--- config.mk ---
export PLATFORM = sky130hd
export DESIGN_NAME = sram_arbiter_flat
export DESIGN_NICKNAME = d
export VERILOG_FILES = /design/src/rtl/sram_arbiter_pkg.sv /design/src/rtl/sram_arbiter_if.sv /design/src/rtl/sram_arbiter.sv /design/src/flat_wrapper.sv
export SDC_FILE = /design/constraint.sdc
export NUM_CORES = 1
export LEC_CHECK = 0
export BUFFER_PORTS_ARGS = -buffer_cell sky130_fd_sc_hd__buf_2
export CORE_AREA = 2 2 107 109
export DETAILED_ROUTE_END_ITERATION = 8
export DIE_AREA = 0 0 109 111
export PLACE_DENSITY = 0.54
export SLEW_MARGIN = 20
export SYNTH_ARGS = -nofsm -noshare
export SYNTH_HDL_FRONTEND = slang
export SYNTH_SLANG_ARGS = --single-unit
--- constraint.sdc ---
create_clock -name clk -period 1.8 [get_ports clk]
set_input_delay 0.09 -clock clk [delete_from_list [all_inputs] [get_ports clk]]
set_output_delay 0.09 -clock clk [all_outputs]
set_load 0.03 [all_outputs]
--- src/rtl/sram_arbiter_pkg.sv ---
// Shared definitions for the IF/MEM SRAM arbiter: response owner encoding
// and default bus widths.
package sram_arb_pkg;

  localparam int ADDR_W_DEF = 32;
  localparam int DATA_W_DEF = 32;

  // Which requester a returning read word belongs to.
  typedef enum logic {
    OWN_INST = 1'b0,
    OWN_DATA = 1'b1
  } owner_e;

endpackage

--- src/rtl/sram_arbiter_if.sv ---
// Bundle of the fetch port, the load/store port and the SRAM macro port.
// The slave modport is the arbiter's view; the master modport is the view of
// the surrounding pipeline stages and SRAM macro.
interface sram_arbiter_if #(
  parameter int ADDR_W = 32,
  parameter int DATA_W = 32
);
  localparam int BE_W = DATA_W / 8;

  logic              inst_req;
  logic [ADDR_W-1:0] inst_addr;
  logic              inst_cancel;
  logic              inst_ready;
  logic              inst_rvalid;
  logic [DATA_W-1:0] inst_rdata;

  logic              data_req;
  logic [BE_W-1:0]   data_wen;
  logic [ADDR_W-1:0] data_addr;
  logic [DATA_W-1:0] data_wdata;
  logic              data_ready;
  logic              data_rvalid;
  logic [DATA_W-1:0] data_rdata;

  logic              sram_en;
  logic [BE_W-1:0]   sram_wen;
  logic [ADDR_W-1:0] sram_addr;
  logic [DATA_W-1:0] sram_wdata;
  logic [DATA_W-1:0] sram_rdata;

  modport slave (
    input  inst_req, inst_addr, inst_cancel,
    output inst_ready, inst_rvalid, inst_rdata,
    input  data_req, data_wen, data_addr, data_wdata,
    output data_ready, data_rvalid, data_rdata,
    output sram_en, sram_wen, sram_addr, sram_wdata,
    input  sram_rdata
  );

  modport master (
    output inst_req, inst_addr, inst_cancel,
    input  inst_ready, inst_rvalid, inst_rdata,
    output data_req, data_wen, data_addr, data_wdata,
    input  data_ready, data_rvalid, data_rdata,
    input  sram_en, sram_wen, sram_addr, sram_wdata,
    output sram_rdata
  );

endinterface

--- src/rtl/sram_arbiter.sv ---
// Fixed-priority arbiter sharing one single-port synchronous-read SRAM between
// instruction fetch and load/store. Data accesses win unless the fetch has
// been denied STARVE_MAX cycles in a row; read data returns one cycle after
// the grant and is steered to whichever requester owned that grant.
module sram_arbiter
  import sram_arb_pkg::*;
#(
  parameter int ADDR_W     = ADDR_W_DEF,
  parameter int DATA_W     = DATA_W_DEF,
  parameter int STARVE_MAX = 4
) (
  input  logic           clk,
  input  logic           reset,
  sram_arbiter_if.slave  bus
);

  localparam int BE_W  = DATA_W / 8;
  localparam int CNT_W = $clog2(STARVE_MAX + 1);
  localparam logic [CNT_W-1:0] CNT_MAX = CNT_W'(STARVE_MAX);

  logic [CNT_W-1:0] starve_cnt;
  logic             starved;
  logic             inst_grant;
  logic             data_grant;
  logic             rd_grant;

  // Response pipeline: one slot, aligned with the SRAM read latency.
  logic             resp_vld_p1;
  owner_e           resp_own_p1;

  function automatic logic [CNT_W-1:0] sat_inc(input logic [CNT_W-1:0] v);
    return (v == CNT_MAX) ? v : v + CNT_W'(1);
  endfunction

  // Grant decision: data first, unless the fetch has waited long enough.
  always_comb begin
    starved    = (starve_cnt == CNT_MAX);
    inst_grant = bus.inst_req & (~bus.data_req | starved);
    data_grant = bus.data_req & ~inst_grant;
    rd_grant   = inst_grant | (data_grant & (bus.data_wen == '0));
  end

  assign bus.inst_ready = inst_grant;
  assign bus.data_ready = data_grant;

  // SRAM port mux; the bus is fully quiet when nobody is granted.
  always_comb begin
    bus.sram_en    = 1'b0;
    bus.sram_wen   = '0;
    bus.sram_addr  = '0;
    bus.sram_wdata = '0;
    if (data_grant) begin
      bus.sram_en    = 1'b1;
      bus.sram_wen   = bus.data_wen;
      bus.sram_addr  = bus.data_addr;
      bus.sram_wdata = bus.data_wdata;
    end else if (inst_grant) begin
      bus.sram_en    = 1'b1;
      bus.sram_addr  = bus.inst_addr;
    end
  end

  // Count consecutive cycles a pending fetch is refused; any grant or idle clears.
  always_ff @(posedge clk or negedge reset) begin
    if (!reset) begin
      starve_cnt <= '0;
    end else if (bus.inst_req & ~inst_grant) begin
      starve_cnt <= sat_inc(starve_cnt);
    end else begin
      starve_cnt <= '0;
    end
  end

  // Remember whether this cycle's grant produces a read word, and for whom.
  always_ff @(posedge clk or negedge reset) begin
    if (!reset) begin
      resp_vld_p1 <= 1'b0;
      resp_own_p1 <= OWN_INST;
    end else begin
      resp_vld_p1 <= rd_grant;
      resp_own_p1 <= inst_grant ? OWN_INST : OWN_DATA;
    end
  end

  // A branch flush only suppresses the fetch word arriving this cycle.
  assign bus.inst_rvalid = resp_vld_p1 & (resp_own_p1 == OWN_INST) & ~bus.inst_cancel;
  assign bus.data_rvalid = resp_vld_p1 & (resp_own_p1 == OWN_DATA);
  assign bus.inst_rdata  = bus.sram_rdata;
  assign bus.data_rdata  = bus.sram_rdata;

endmodule

--- src/flat_wrapper.sv ---
// flat-port wrapper written by rule: the top's interface ports become plain ports
module sram_arbiter_flat import sram_arb_pkg::*;
#(
  parameter int ADDR_W     = ADDR_W_DEF,
  parameter int DATA_W     = DATA_W_DEF,
  parameter int STARVE_MAX = 4
)
  (clk, reset, bus_inst_req, bus_inst_addr, bus_inst_cancel, bus_inst_ready, bus_inst_rvalid, bus_inst_rdata, bus_data_req, bus_data_wen, bus_data_addr, bus_data_wdata, bus_data_ready, bus_data_rvalid, bus_data_rdata, bus_sram_en, bus_sram_wen, bus_sram_addr, bus_sram_wdata, bus_sram_rdata);
  sram_arbiter_if #(.ADDR_W(ADDR_W), .DATA_W(DATA_W)) bus_i ();
  input  logic clk;
  input  logic reset;
  input wire logic [$bits(bus_i.inst_req)-1:0] bus_inst_req;
  input wire logic [$bits(bus_i.inst_addr)-1:0] bus_inst_addr;
  input wire logic [$bits(bus_i.inst_cancel)-1:0] bus_inst_cancel;
  output wire logic [$bits(bus_i.inst_ready)-1:0] bus_inst_ready;
  output wire logic [$bits(bus_i.inst_rvalid)-1:0] bus_inst_rvalid;
  output wire logic [$bits(bus_i.inst_rdata)-1:0] bus_inst_rdata;
  input wire logic [$bits(bus_i.data_req)-1:0] bus_data_req;
  input wire logic [$bits(bus_i.data_wen)-1:0] bus_data_wen;
  input wire logic [$bits(bus_i.data_addr)-1:0] bus_data_addr;
  input wire logic [$bits(bus_i.data_wdata)-1:0] bus_data_wdata;
  output wire logic [$bits(bus_i.data_ready)-1:0] bus_data_ready;
  output wire logic [$bits(bus_i.data_rvalid)-1:0] bus_data_rvalid;
  output wire logic [$bits(bus_i.data_rdata)-1:0] bus_data_rdata;
  output wire logic [$bits(bus_i.sram_en)-1:0] bus_sram_en;
  output wire logic [$bits(bus_i.sram_wen)-1:0] bus_sram_wen;
  output wire logic [$bits(bus_i.sram_addr)-1:0] bus_sram_addr;
  output wire logic [$bits(bus_i.sram_wdata)-1:0] bus_sram_wdata;
  input wire logic [$bits(bus_i.sram_rdata)-1:0] bus_sram_rdata;
  assign bus_i.inst_req = bus_inst_req;
  assign bus_i.inst_addr = bus_inst_addr;
  assign bus_i.inst_cancel = bus_inst_cancel;
  assign bus_inst_ready = bus_i.inst_ready;
  assign bus_inst_rvalid = bus_i.inst_rvalid;
  assign bus_inst_rdata = bus_i.inst_rdata;
  assign bus_i.data_req = bus_data_req;
  assign bus_i.data_wen = bus_data_wen;
  assign bus_i.data_addr = bus_data_addr;
  assign bus_i.data_wdata = bus_data_wdata;
  assign bus_data_ready = bus_i.data_ready;
  assign bus_data_rvalid = bus_i.data_rvalid;
  assign bus_data_rdata = bus_i.data_rdata;
  assign bus_sram_en = bus_i.sram_en;
  assign bus_sram_wen = bus_i.sram_wen;
  assign bus_sram_addr = bus_i.sram_addr;
  assign bus_sram_wdata = bus_i.sram_wdata;
  assign bus_i.sram_rdata = bus_sram_rdata;
  sram_arbiter #(.ADDR_W(ADDR_W), .DATA_W(DATA_W), .STARVE_MAX(STARVE_MAX)) u_core (.clk(clk), .reset(reset), .bus(bus_i));
endmodule
== After elaboration in Yosys (flattened, before gate mapping) ==
Index checks and enable logic that the tools add are counted.

* Add/sub/neg operators: 1
* Multiply operators: 0
* Div/mod/pow operators: 0
* Magnitude comparators: 0
* Equality and inequality tests: 2
* Shifts and indexed selects: 0
* Mux-type cells: 9
* Bitwise operators: 13
* Reduce and logical (&&, ||, !) cells: 1

{| class="wikitable"
|+ Operators with widths
! kind !! number
|-
| 2-to-1 mux 32 bit || 3
|-
| AND 1 bit || 7
|-
| 2-to-1 mux 3 bit || 2
|-
| zero test 4 bit || 1
|-
| 2-to-1 mux 4 bit || 1
|-
| NOT 1 bit || 4
|-
| adder 3 x 1 -> 3 bit, second input constant || 1
|-
| == test 3 bit, second input constant || 1
|-
| 2-to-1 mux 1 bit || 3
|-
| != test 2 bit, second input constant || 1
|-
| OR 1 bit || 2
|}

* Bits in registers: 5
* Bits in latches: 0
* RAM bits: 0
* ROM bits: 0
* Bits of input ports: 137
* Output and inout bits: 137
* Word-level logic and storage cells: 29
* Memories kept: 0

== Longest topological paths before layout ==
Gate-level depths: netlist of the first run.

* Depth in word-level cells: 7
* Depth in mapped cells: 6
* Depth with buffers taken out: 4

== Least setup slack after synthesis of the first run ==
Ideal clock, no wire load.

* Kind: register to output
* Start: reg u_core.starve_cnt[0]
* End: out bus_sram_addr[10]
* Arrival: 1.637 ns
* Required time: 1.710 ns
* Path slack: 0.073 ns
* Stages on the path, launching flop included: 7
* Path through: dfrtp_1 inv_1 ha_1 and3_1 buf_4 buf_6 o22ai_1

* Longest elaborated chain between the ends: 6

{| class="wikitable"
|+ Ends and longest elaborated chain
! element !! RTL line !! source
|-
| start: declaration || sram_arbiter.sv:21 || <nowiki>logic [CNT_W-1:0] starve_cnt;</nowiki>
|-
| start signal: assignment || sram_arbiter.sv:68 || <nowiki>starve_cnt <= sat_inc(starve_cnt);</nowiki>
|-
| == test 3 bit (*) || sram_arbiter.sv:37 || <nowiki>starved = (starve_cnt == CNT_MAX);</nowiki>
|-
| OR 1 bit (*) || sram_arbiter.sv:38 || <nowiki>inst_grant = bus.inst_req & (~bus.data_req | starved);</nowiki>
|-
| AND 1 bit (*) || sram_arbiter.sv:38 ||
|-
| NOT 1 bit || sram_arbiter.sv:39 || <nowiki>data_grant = bus.data_req & ~inst_grant;</nowiki>
|-
| AND 1 bit || sram_arbiter.sv:39 ||
|-
| 2-to-1 mux 32 bit (*) || sram_arbiter.sv:52 || <nowiki>if (data_grant) begin</nowiki>
|-
| end: declaration || flat_wrapper.sv:27 || <nowiki>output wire logic [$bits(bus_i.sram_addr)-1:0] bus_sram_addr;</nowiki>
|}

Every way passes the cells marked *; elsewhere a longest branch is shown, timed or not.

== Worst setup path in the final report of the first run ==
* Start: reg u_core.starve_cnt[1]
* End: out bus_sram_addr[29]

Same word-level chain as after synthesis.

==> results of run 1 <==
## timing repair
item / CTS / global route
resized for setup: 6 / 30
cloned: 1 / 1
endpoints found under the setup margin: 69 / 32
hold endpoints to repair: 5 / 0
pin swaps: 0 / 1
hold buffers: 1 / 0
## cell type report
class / count / area, um2
clock buffer: 4 / 78.8
fill: 1250 / 8760
inverter: 4 / 15.0
multi-input combinational: 152 / 871
sequential: 5 / 125
tap: 143 / 179
timing repair buffer: 185 / 1040
## Yosys cell counts, drive strengths merged
cell      n
a211oi    2
a21boi    1
a21oi     1
and2      2
and3     37
buf      73
clkbuf   13
dfrtp     5
ha        2
inv       4
nand2    65
nand2b    2
nand3     1
nor2      1
nor3b     1
nor4      1
o22ai    32
o2bb2ai   1
or2       1
or3b      1
## cells by family after synthesis
| kind of cell | after synthesis |
|---|---|
| flip-flops | 5 |
| AO/OA/AOI/OAI | 37 |
| buffers and inverters | 90 |
| AND/OR/NAND/NOR | 112 |
| adder cells (fa/ha/maj) | 2 |
## flip-flops by register name (all words and copies together) (netlist names)
register / count
u_core.resp_vld_p1: 1
u_core.starve_cnt: 3
u_core.resp_own_p1: 1
## per-layer routing
metal | up-vias | track usage | wire length, um
met5 | - | 0 | 0
met1 | 912 | 0.119 | 2580
met4 | 0 | 0.0299 | 204
li1 | 974 | - | -
met2 | 116 | 0.166 | 3360
met3 | 15 | 0.0218 | 503
## power by group through the flow
stage / logic (mW) / registers (mW) / clock network (mW)
final: 0.641 / 0.121 / 0.368
after global routing: 0.686 / 0.122 / 0.382
after CTS: 0.625 / 0.121 / 0.373
after detailed placement: 0.610 / 0.122 / 0
after global placement: 0.604 / 0.122 / 0
after floorplan: 0.634 / 0.121 / 0
## worst max path at each step
stage	end	slack, ns	cells after the start
floorplan	bus_sram_addr[10]	0.07	6
global placement	bus_sram_addr[31]	0.09	6
detailed placement	bus_sram_addr[31]	0.06	6
CTS	bus_sram_addr[2]	0.02	6
global route	bus_sram_addr[29]	0.007	6
finish	bus_sram_addr[29]	0.07	6
## worst register-to-register path: stages, from the launching register on
cell and delay, ns:
dfrtp_1 0.38, inv_2 0.06, ha_4 0.20, a21boi_4 0.20
buf_6 0.21, o2bb2ai_1 0.11
## through the flow
stage	cell area, um2	hold slack (ns)	util	total power [mW]	setup WS (ns)
after detailed placement	2100	-0.0866	0.189	0.732	0.0601
after global routing	2310	0.180	0.209	1.19	0.00652
after CTS	2230	0.180	0.201	1.12	0.0157
final	2310	0.178	0.209	1.13	0.0679
after global placement	2100	-0.0862	0.189	0.725	0.0894
after floorplan	1570	-0.206	-	0.755	0.0730
==> metrics.md, run 1 <==
| Metric | Value |
|---|---|
| Final period demand of the worst path | `1.73 ns` |
| Net Switching | `0.471 mW` |
| Post-Synth XOR/XNOR Area | `0` |
| Synth Area in Simple Gates | `0.351` |
| Post-route ant nets | `0` |
| Worst flop-to-flop path startpoint | `u_core.starve_cnt[0]$_DFFE_PN0P_` |
| First-pass GRT wire length | `9.40 mm` |
| Clock Skews | `0.00265 ns` |
| Non-filler cells, final | `493` |
| Synth Instances | `246` |
| Final Hold Viols | `0` |
| Flop2flop setup slack | `0.52 ns` |
| Initial Util | `0.142` |
| Vias in the first global route | `1807` |
| Clk_lat worst skew | `0.23 ns` |
| Detail Placement HPWL | `4.94 mm` |
| Startpoint types | `flip-flop` |
| Pin count of the biggest net entering global routing | `53` |
| CP Launch Point | `u_core.starve_cnt[1]$_DFFE_PN0P_` |
| Clock slew at reported path FFs | `0.03 ns` |
| Maximum vdd drop | `0.000329 V` |
| Syn avg cell area | `6.37 um2` |
| Critical Path AT | `1.64 ns` |
| Mux cell area share after synthesis | `0` |
| Fin crit share | `0.962` |
| Part of the power in combinational logic | `0.567` |
| Placed Cells incl. Taps | `486` |
| Vias after detailed routing | `2017` |
| Status | `complete, no violations` |
| Crit. End Element | `primary output` |
| Drt pass-1 iters | `4` |
| Top-area cell type share of the netlist area | `0.321` |
| GRT overflow | `0` |
| Distinct cells, synth | `23` |
| Via/cell ratio | `4.09` |
| # port buffers | `177` |
| Req. time, crit path | `1.71 ns` |
| Tightest Pin Transition | `0.414 ns` |
| Layout net count | `490` |
| Setup tns final | `0 ns` |
| Seq/Total Area, Yosys | `0.0798` |
| Synthesized cell area | `0.00157 mm2` |
| # IOs | `274` |
| Yosys reg bits | `5` |
| CP cell instances | `inv_1 > ha_4 > and3_4 > clkbuf_16 > o22ai_1 > clkbuf_4` |
| DRC errors left | `0` |
| Most area-consuming cells after synthesis | `buf_4 32%, nand2_1 16%, and3_1 15%, o22ai_1 13%, dfrtp_1 8.0%` |
| Hold_sp | `bus_data_wen[1]` |
| Clk sinks | `5` |
| Row count | `39` |
| Setup violators final | `0` |
| Commonest non-fill, non-tap cell in the layout | `buf_2` |
| Warnings from Yosys | `0` |
| Hold Path Cell Cnt | `3` |
| Inserted Clock Buffers | `3` |
| Die H | `111 um` |
| WL final | `6.64 mm` |
| Initial antenna violation count | `0` |
| Area grow syn2layout | `47.6%` |
| Worst r2r path cells | `5` |
| Layout cell share with drive strength beyond 1 | `0.560` |
| Critical path fanouts, max | `16` |
| Part of the power in registers | `0.107` |
| Pwr/cell area | `488 mW/mm2` |
| Root Driver | `clkbuf_16` |
| Critical path class | `flip-flop to primary output` |
| Reg2reg end | `u_core.resp_vld_p1$_DFF_PN0_` |
| Max clock buf depth | `2` |
| GR Util All Layers | `0.0970` |
| Min-delay worst type | `input port to flip-flop` |
| Slowest-stage cell, CP | `dfrtp_1` |
| Starting DRC count in detailed routing | `92` |
| Setup repair bufs after CTS | `0` |
| Post-Synthesis Net Count | `385` |
| Crit path largest cell delay | `0.37 ns` |
| Die Area | `0.0121 mm2` |
| Worst path buffer plus inverter count | `3` |
| Most frequent cells in the layout | `160 x buf_2, 65 x nand2_1, 36 x and3_1` |
| RePlAce Congestion | `0.772` |
| DR WL/cell | `13.5 um` |
| Maximum clock rate | `577 MHz` |
| Critical path's top delay family | `buffers and inverters` |
| Slew margin rel. | `0.724` |
| Complex-gate fraction of the synthesized area | `0.158` |
| Cell accounting for the most synthesized area | `buf_4` |
| Clock power share | `0.325` |
| Largest family of logic cells by synthesized area | `buffers and inverters` |
| H-tree depth | `1` |
| Die W | `109 um` |
| Max Slew Vio Count | `0` |
| RSZ-0062 raised after global routing | `no` |
| Worst Hold Path EP | `u_core.resp_vld_p1$_DFF_PN0_` |
| Sw Share | `0.417` |
| CTS tree | `built` |
| Antenna diodes | `0` |
| Pint | `0.659 mW` |
| Max-cap viol count | `0` |
| Core area | `0.0111 mm2` |
| Pleak | `1.36 nW` |
| Synth Area in Adders | `0.0160` |
(Power assumes the default switching activity.)
==> inputs of run 2 (changes only) <==
- GPL_TIMING_DRIVEN: unset -> 0
==> metrics.md, run 2 (synthesis results as in run 1) <==
| Metric | Value |
|---|---|
| Status | `complete, no violations` |
| Root Driver | `clkbuf_16` |
| Final Hold Viols | `0` |
| Maximum clock rate | `579 MHz` |
| Top Registers | `u_core.starve_cnt (3), u_core.resp_own_p1 (1), u_core.resp_vld_p1 (1)` |
| Most frequent cells in the layout | `215 x buf_2, 98 x buf_4, 65 x nand2_1` |
| Starting DRC count in detailed routing | `84` |
| Worst path buffer plus inverter count | `4` |
| Pre-CTS WS | `0.0792 ns` |
| Pwr/cell area | `455 mW/mm2` |
| Worst Slack Setup Final | `0.0741 ns` |
| Pin count of the biggest net entering global routing | `11` |
| Initial antenna violation count | `0` |
| Clock Skews | `0.00285 ns` |
| Most flops, register | `u_core.starve_cnt` |
| Layout net count | `634` |
| Fin crit share | `0.959` |
| Area grow syn2layout | `107%` |
| Drt pass-1 iters | `4` |
| Die W | `109 um` |
| Layout cell share with drive strength beyond 1 | `0.684` |
| Vias after detailed routing | `2499` |
| Tightest Pin Transition | `0.509 ns` |
| Vias in the first global route | `2298` |
| Req. time, crit path | `1.71 ns` |
| Antenna diodes | `0` |
| Max Slew Vio Count | `0` |
| Max clock buf depth | `2` |
| Critical path fanouts, max | `10` |
| DR WL/cell | `11.6 um` |
| Critical path class | `flip-flop to primary output` |
| Non-filler cells, final | `637` |
| GR Util All Layers | `0.108` |
| Power, Total | `1.47 mW` |
| Crit path top cell by count | `buf_6` |
| Clk_lat worst skew | `0.22 ns` |
| Slew margin rel. | `0.661` |
| Die Area | `0.0121 mm2` |
| Via/cell ratio | `3.92` |
| GRT overflow | `0` |
| Setup violators final | `0` |
| Startpoint types | `flip-flop` |
| Critical Path AT | `1.64 ns` |
| First-pass GRT wire length | `10.7 mm` |
| Pleak | `1.97 nW` |
| Setup tns final | `0 ns` |
| Initial Util | `0.142` |
| CP cell instances | `inv_1 > ha_4 > and3_1 > buf_6 > buf_6 > o22ai_1 > buf_2` |
| Clk sinks | `5` |
| RePlAce Congestion | `0.771` |
| Core area | `0.0111 mm2` |
| Clock slew at reported path FFs | `0.03 ns` |
| Crit. End Element | `primary output` |
| Area after DPL | `0.00295 mm2` |
| Largest register FFs | `3` |
| Min Hold Slack | `0.179 ns` |
| WL final | `7.39 mm` |
| Min-delay worst type | `input port to flip-flop` |
| Max-cap viol count | `0` |
| Final period demand of the worst path | `1.73 ns` |
| Maximum vdd drop | `0.000675 V` |
| Placed Cells incl. Taps | `629` |
| Final instance area | `0.00324 mm2` |
| Commonest non-fill, non-tap cell in the layout | `buf_2` |
| Slowest-stage cell, CP | `dfrtp_1` |
| Crit path largest cell delay | `0.35 ns` |
| Detail Placement HPWL | `6.29 mm` |
| Inserted Clock Buffers | `3` |
| # port buffers | `240` |
| CTS tree | `built` |
| # IOs | `274` |
| Die H | `111 um` |
| Fillcell total | `1228` |
| Row count | `39` |
| Final Util | `0.292` |
| Critical path's top delay family | `buffers and inverters` |
| DRC errors left | `0` |
| Post-route ant nets | `0` |
| H-tree depth | `1` |
-- run 2: tightest hold or removal path, cell delays in order --
cell	delay, ns
buf_2	0.08
nor4_1	0.06
o2bb2ai_1	0.13
-- run 2: timing repair --
action                     in CTS  in global routing
setup endpoints to repair      62                 44
hold endpoints to repair        5                  0
hold buffers                    1                  0
resized for setup              15                 50
cloned                          0                  0
setup buffers                   1                  2
pin swaps                       0                  2
-- run 2: power by group --
part | switching, mW | internal, mW
sequential | 0.00271 | 0.118
combinational | 0.591 | 0.402
clock | 0.0671 | 0.293
-- run 2: path summary, 6_finish.rpt --
| kind | from | end | slack, ns | depth (start not counted) |
|---|---|---|---|---|
| max | u_core.starve_cnt[1]$_DFFE_PN0P_ | bus_sram_addr[22] | 0.07 | 7 |
| min | bus_data_wen[1] | u_core.resp_vld_p1$_DFF_PN0_ | 0.18 | 3 |
| max reg2reg | u_core.starve_cnt[1]$_DFFE_PN0P_ | u_core.starve_cnt[2]$_DFFE_PN0P_ | 0.49 | 5 |
| min reg2reg | u_core.starve_cnt[0]$_DFFE_PN0P_ | u_core.starve_cnt[0]$_DFFE_PN0P_ | 0.54 | 2 |
| max in group asynchronous | reset | u_core.starve_cnt[1]$_DFFE_PN0P_ | 1.45 | 2 |
| min in group asynchronous | reset | u_core.starve_cnt[0]$_DFFE_PN0P_ | 0.22 | 2 |
-- run 2: area by class of cell --
cell class	instances	area [um2]	share of cell area
sequential	5	125	0.0386
timing repair buffer	244	1300	0.402
clock buffer	4	78.8	0.0243
inverter	4	15.0	0.00464
buffer	86	628	0.194
tap	143	179	0.0553
multi-input combinational	151	911	0.281
-- run 2: layer usage --
metal / up-vias / part of all wire / track usage
met5: - / 0 / 0
met4: 0 / 0.011 / 0.0171
met3: 6 / 0.069 / 0.0123
met2: 135 / 0.53 / 0.198
met1: 1095 / 0.39 / 0.134
li1: 1263 / - / -
==> inputs of run 3 (changes only) <==
- RECOVER_POWER: unset -> 100
==> metrics.md, run 3 (synthesis results as in run 1) <==
| Metric | Value |
|---|---|
| Status | `complete, no violations` |
| Final Hold Viols | `0` |
| Max Slew Vio Count | `0` |
| Tightest Pin Transition | `0.498 ns` |
| Inserted Clock Buffers | `3` |
| Top Registers | `u_core.starve_cnt (3), u_core.resp_own_p1 (1), u_core.resp_vld_p1 (1)` |
| Worst Slack Setup Final | `0.0743 ns` |
| Net Switching | `0.664 mW` |
| Pint | `0.790 mW` |
| Clock power share | `0.248` |
| Commonest non-fill, non-tap cell in the layout | `buf_2` |
| GRT overflow | `0` |
| CP cell instances | `inv_1 > ha_4 > and3_1 > buf_6 > buf_6 > o22ai_1 > buf_2` |
| Clock slew at reported path FFs | `0.03 ns` |
| Max-cap viol count | `0` |
| # port buffers | `240` |
| Non-filler cells, final | `637` |
| Layout cell share with drive strength beyond 1 | `0.549` |
| Crit path largest cell delay | `0.35 ns` |
| Startpoint types | `flip-flop` |
| RePlAce Congestion | `0.771` |
| Slew margin rel. | `0.668` |
| Die Area | `0.0121 mm2` |
| Die H | `111 um` |
| Fin crit share | `0.959` |
| Area grow syn2layout | `101%` |
| Maximum vdd drop | `0.000673 V` |
| Req. time, crit path | `1.71 ns` |
| Via/cell ratio | `3.91` |
| Slowest-stage cell, CP | `dfrtp_1` |
| Crit. End Element | `primary output` |
| Core area | `0.0111 mm2` |
| DRC errors left | `0` |
| Starting DRC count in detailed routing | `80` |
| Critical path fanouts, max | `10` |
| Setup violators final | `0` |
| Vias in the first global route | `2298` |
| # IOs | `274` |
| Initial Util | `0.142` |
| Flop2flop setup slack | `0.49 ns` |
| WL final | `7.42 mm` |
| Clock Skews | `0.00285 ns` |
| Most frequent cells in the layout | `148 x buf_2, 98 x buf_4, 78 x clkbuf_1` |
| Maximum clock rate | `579 MHz` |
| Pleak | `1.79 nW` |
| Placed Cells incl. Taps | `629` |
| Antenna diodes | `0` |
| Min-delay worst type | `input port to flip-flop` |
| Part of the power in combinational logic | `0.669` |
| Critical path class | `flip-flop to primary output` |
| Pwr/cell area | `461 mW/mm2` |
| Pin count of the biggest net entering global routing | `11` |
| Worst path buffer plus inverter count | `4` |
| CTS tree | `built` |
| Initial antenna violation count | `0` |
| Critical Path AT | `1.64 ns` |
| Root Driver | `clkbuf_16` |
| Part of the power in registers | `0.083` |
| Clk_lat worst skew | `0.22 ns` |
| Power, Total | `1.45 mW` |
| Crit path top cell by count | `buf_6` |
| Drt pass-1 iters | `4` |
| Setup tns final | `0 ns` |
| Fillcell total | `1260` |
| Vias after detailed routing | `2492` |
| Sw Share | `0.457` |
| Largest register FFs | `3` |
| Die W | `109 um` |
| Max clock buf depth | `2` |
| H-tree depth | `1` |
| Detail Placement HPWL | `6.29 mm` |
| First-pass GRT wire length | `10.7 mm` |
| Pre-CTS WS | `0.0792 ns` |
| Post-route ant nets | `0` |
| Layout net count | `634` |
| GR Util All Layers | `0.108` |
| DR WL/cell | `11.6 um` |
| Most flops, register | `u_core.starve_cnt` |
| Critical path's top delay family | `buffers and inverters` |
| Final Util | `0.285` |
| Clk sinks | `5` |
| Final period demand of the worst path | `1.73 ns` |
| Row count | `39` |
[run 3: cell count changes in the layout (fill, tap and decap cells not counted)]
cell,change
buf_2,-67
clkbuf_1,+67
[run 3: final timing paths]
path,start,endpoint,depth (start not counted)
worst min-delay path,bus_data_wen[1],u_core.resp_vld_p1$_DFF_PN0_,3
worst max-delay path,u_core.starve_cnt[1]$_DFFE_PN0P_,bus_sram_addr[22],7
worst min register to register,u_core.starve_cnt[0]$_DFFE_PN0P_,u_core.starve_cnt[0]$_DFFE_PN0P_,2
worst max register to register,u_core.starve_cnt[1]$_DFFE_PN0P_,u_core.starve_cnt[2]$_DFFE_PN0P_,5
max in group asynchronous,reset,u_core.starve_cnt[1]$_DFFE_PN0P_,2
min in group asynchronous,reset,u_core.starve_cnt[0]$_DFFE_PN0P_,2
[run 3: cell type report]
cell class              count  area [um2]  share of cell area
plain buffers              86         628               0.199
inverters                   4        15.0             0.00476
clock buffers               4        78.8              0.0250
flip-flops and latches      5         125              0.0397
multi-input cells         151         911               0.289
well taps                 143         179              0.0567
repair buffers            244        1220               0.386
[run 3: power by group through the flow]
stage | clock (mW) | combinational, mW | sequential [mW]
2_1_floorplan | 0 | 0.634 | 0.121
5_1_grt | 0.380 | 1.04 | 0.121
4_1_cts | 0.365 | 0.964 | 0.121
6_report | 0.360 | 0.974 | 0.121
3_3_place_gp | 0 | 0.940 | 0.122
3_5_place_dp | 0 | 0.941 | 0.122
[run 3: what timing repair did]
action | CTS | global route
hold buffers | 1 | 0
endpoints found under the setup margin | 62 | 44
pin swaps | 0 | 2
buffers inserted | 1 | 2
endpoints found under the hold margin | 5 | 0
resized for setup | 15 | 50
[run 3: layer usage]
metal / vias up / track usage / wire (um) / part of all wire
met5: - / 0 / 0 / 0
met1: 1090 / 0.134 / 2930 / 0.40
met2: 133 / 0.198 / 3900 / 0.53
met4: 0 / 0.0171 / 80 / 0.011
li1: 1263 / - / - / -
met3: 6 / 0.0123 / 511 / 0.069
[run 3: worst register-to-register path, cell delays in order, from the launching register on]
cell and delay [ns]:
dfrtp_1 0.35, inv_1 0.08, ha_4 0.19, buf_4 0.14, or3b_1 0.34, a21oi_1 0.13
[run 3: stage by stage]
step / hold WS, ns / cell area [um2]
5_1_grt: 0.219 / 3150
6_report: 0.179 / 3150
2_1_floorplan: -0.206 / 1570
3_5_place_dp: -0.0929 / 2950
4_1_cts: 0.203 / 3090
3_3_place_gp: -0.0943 / 2950
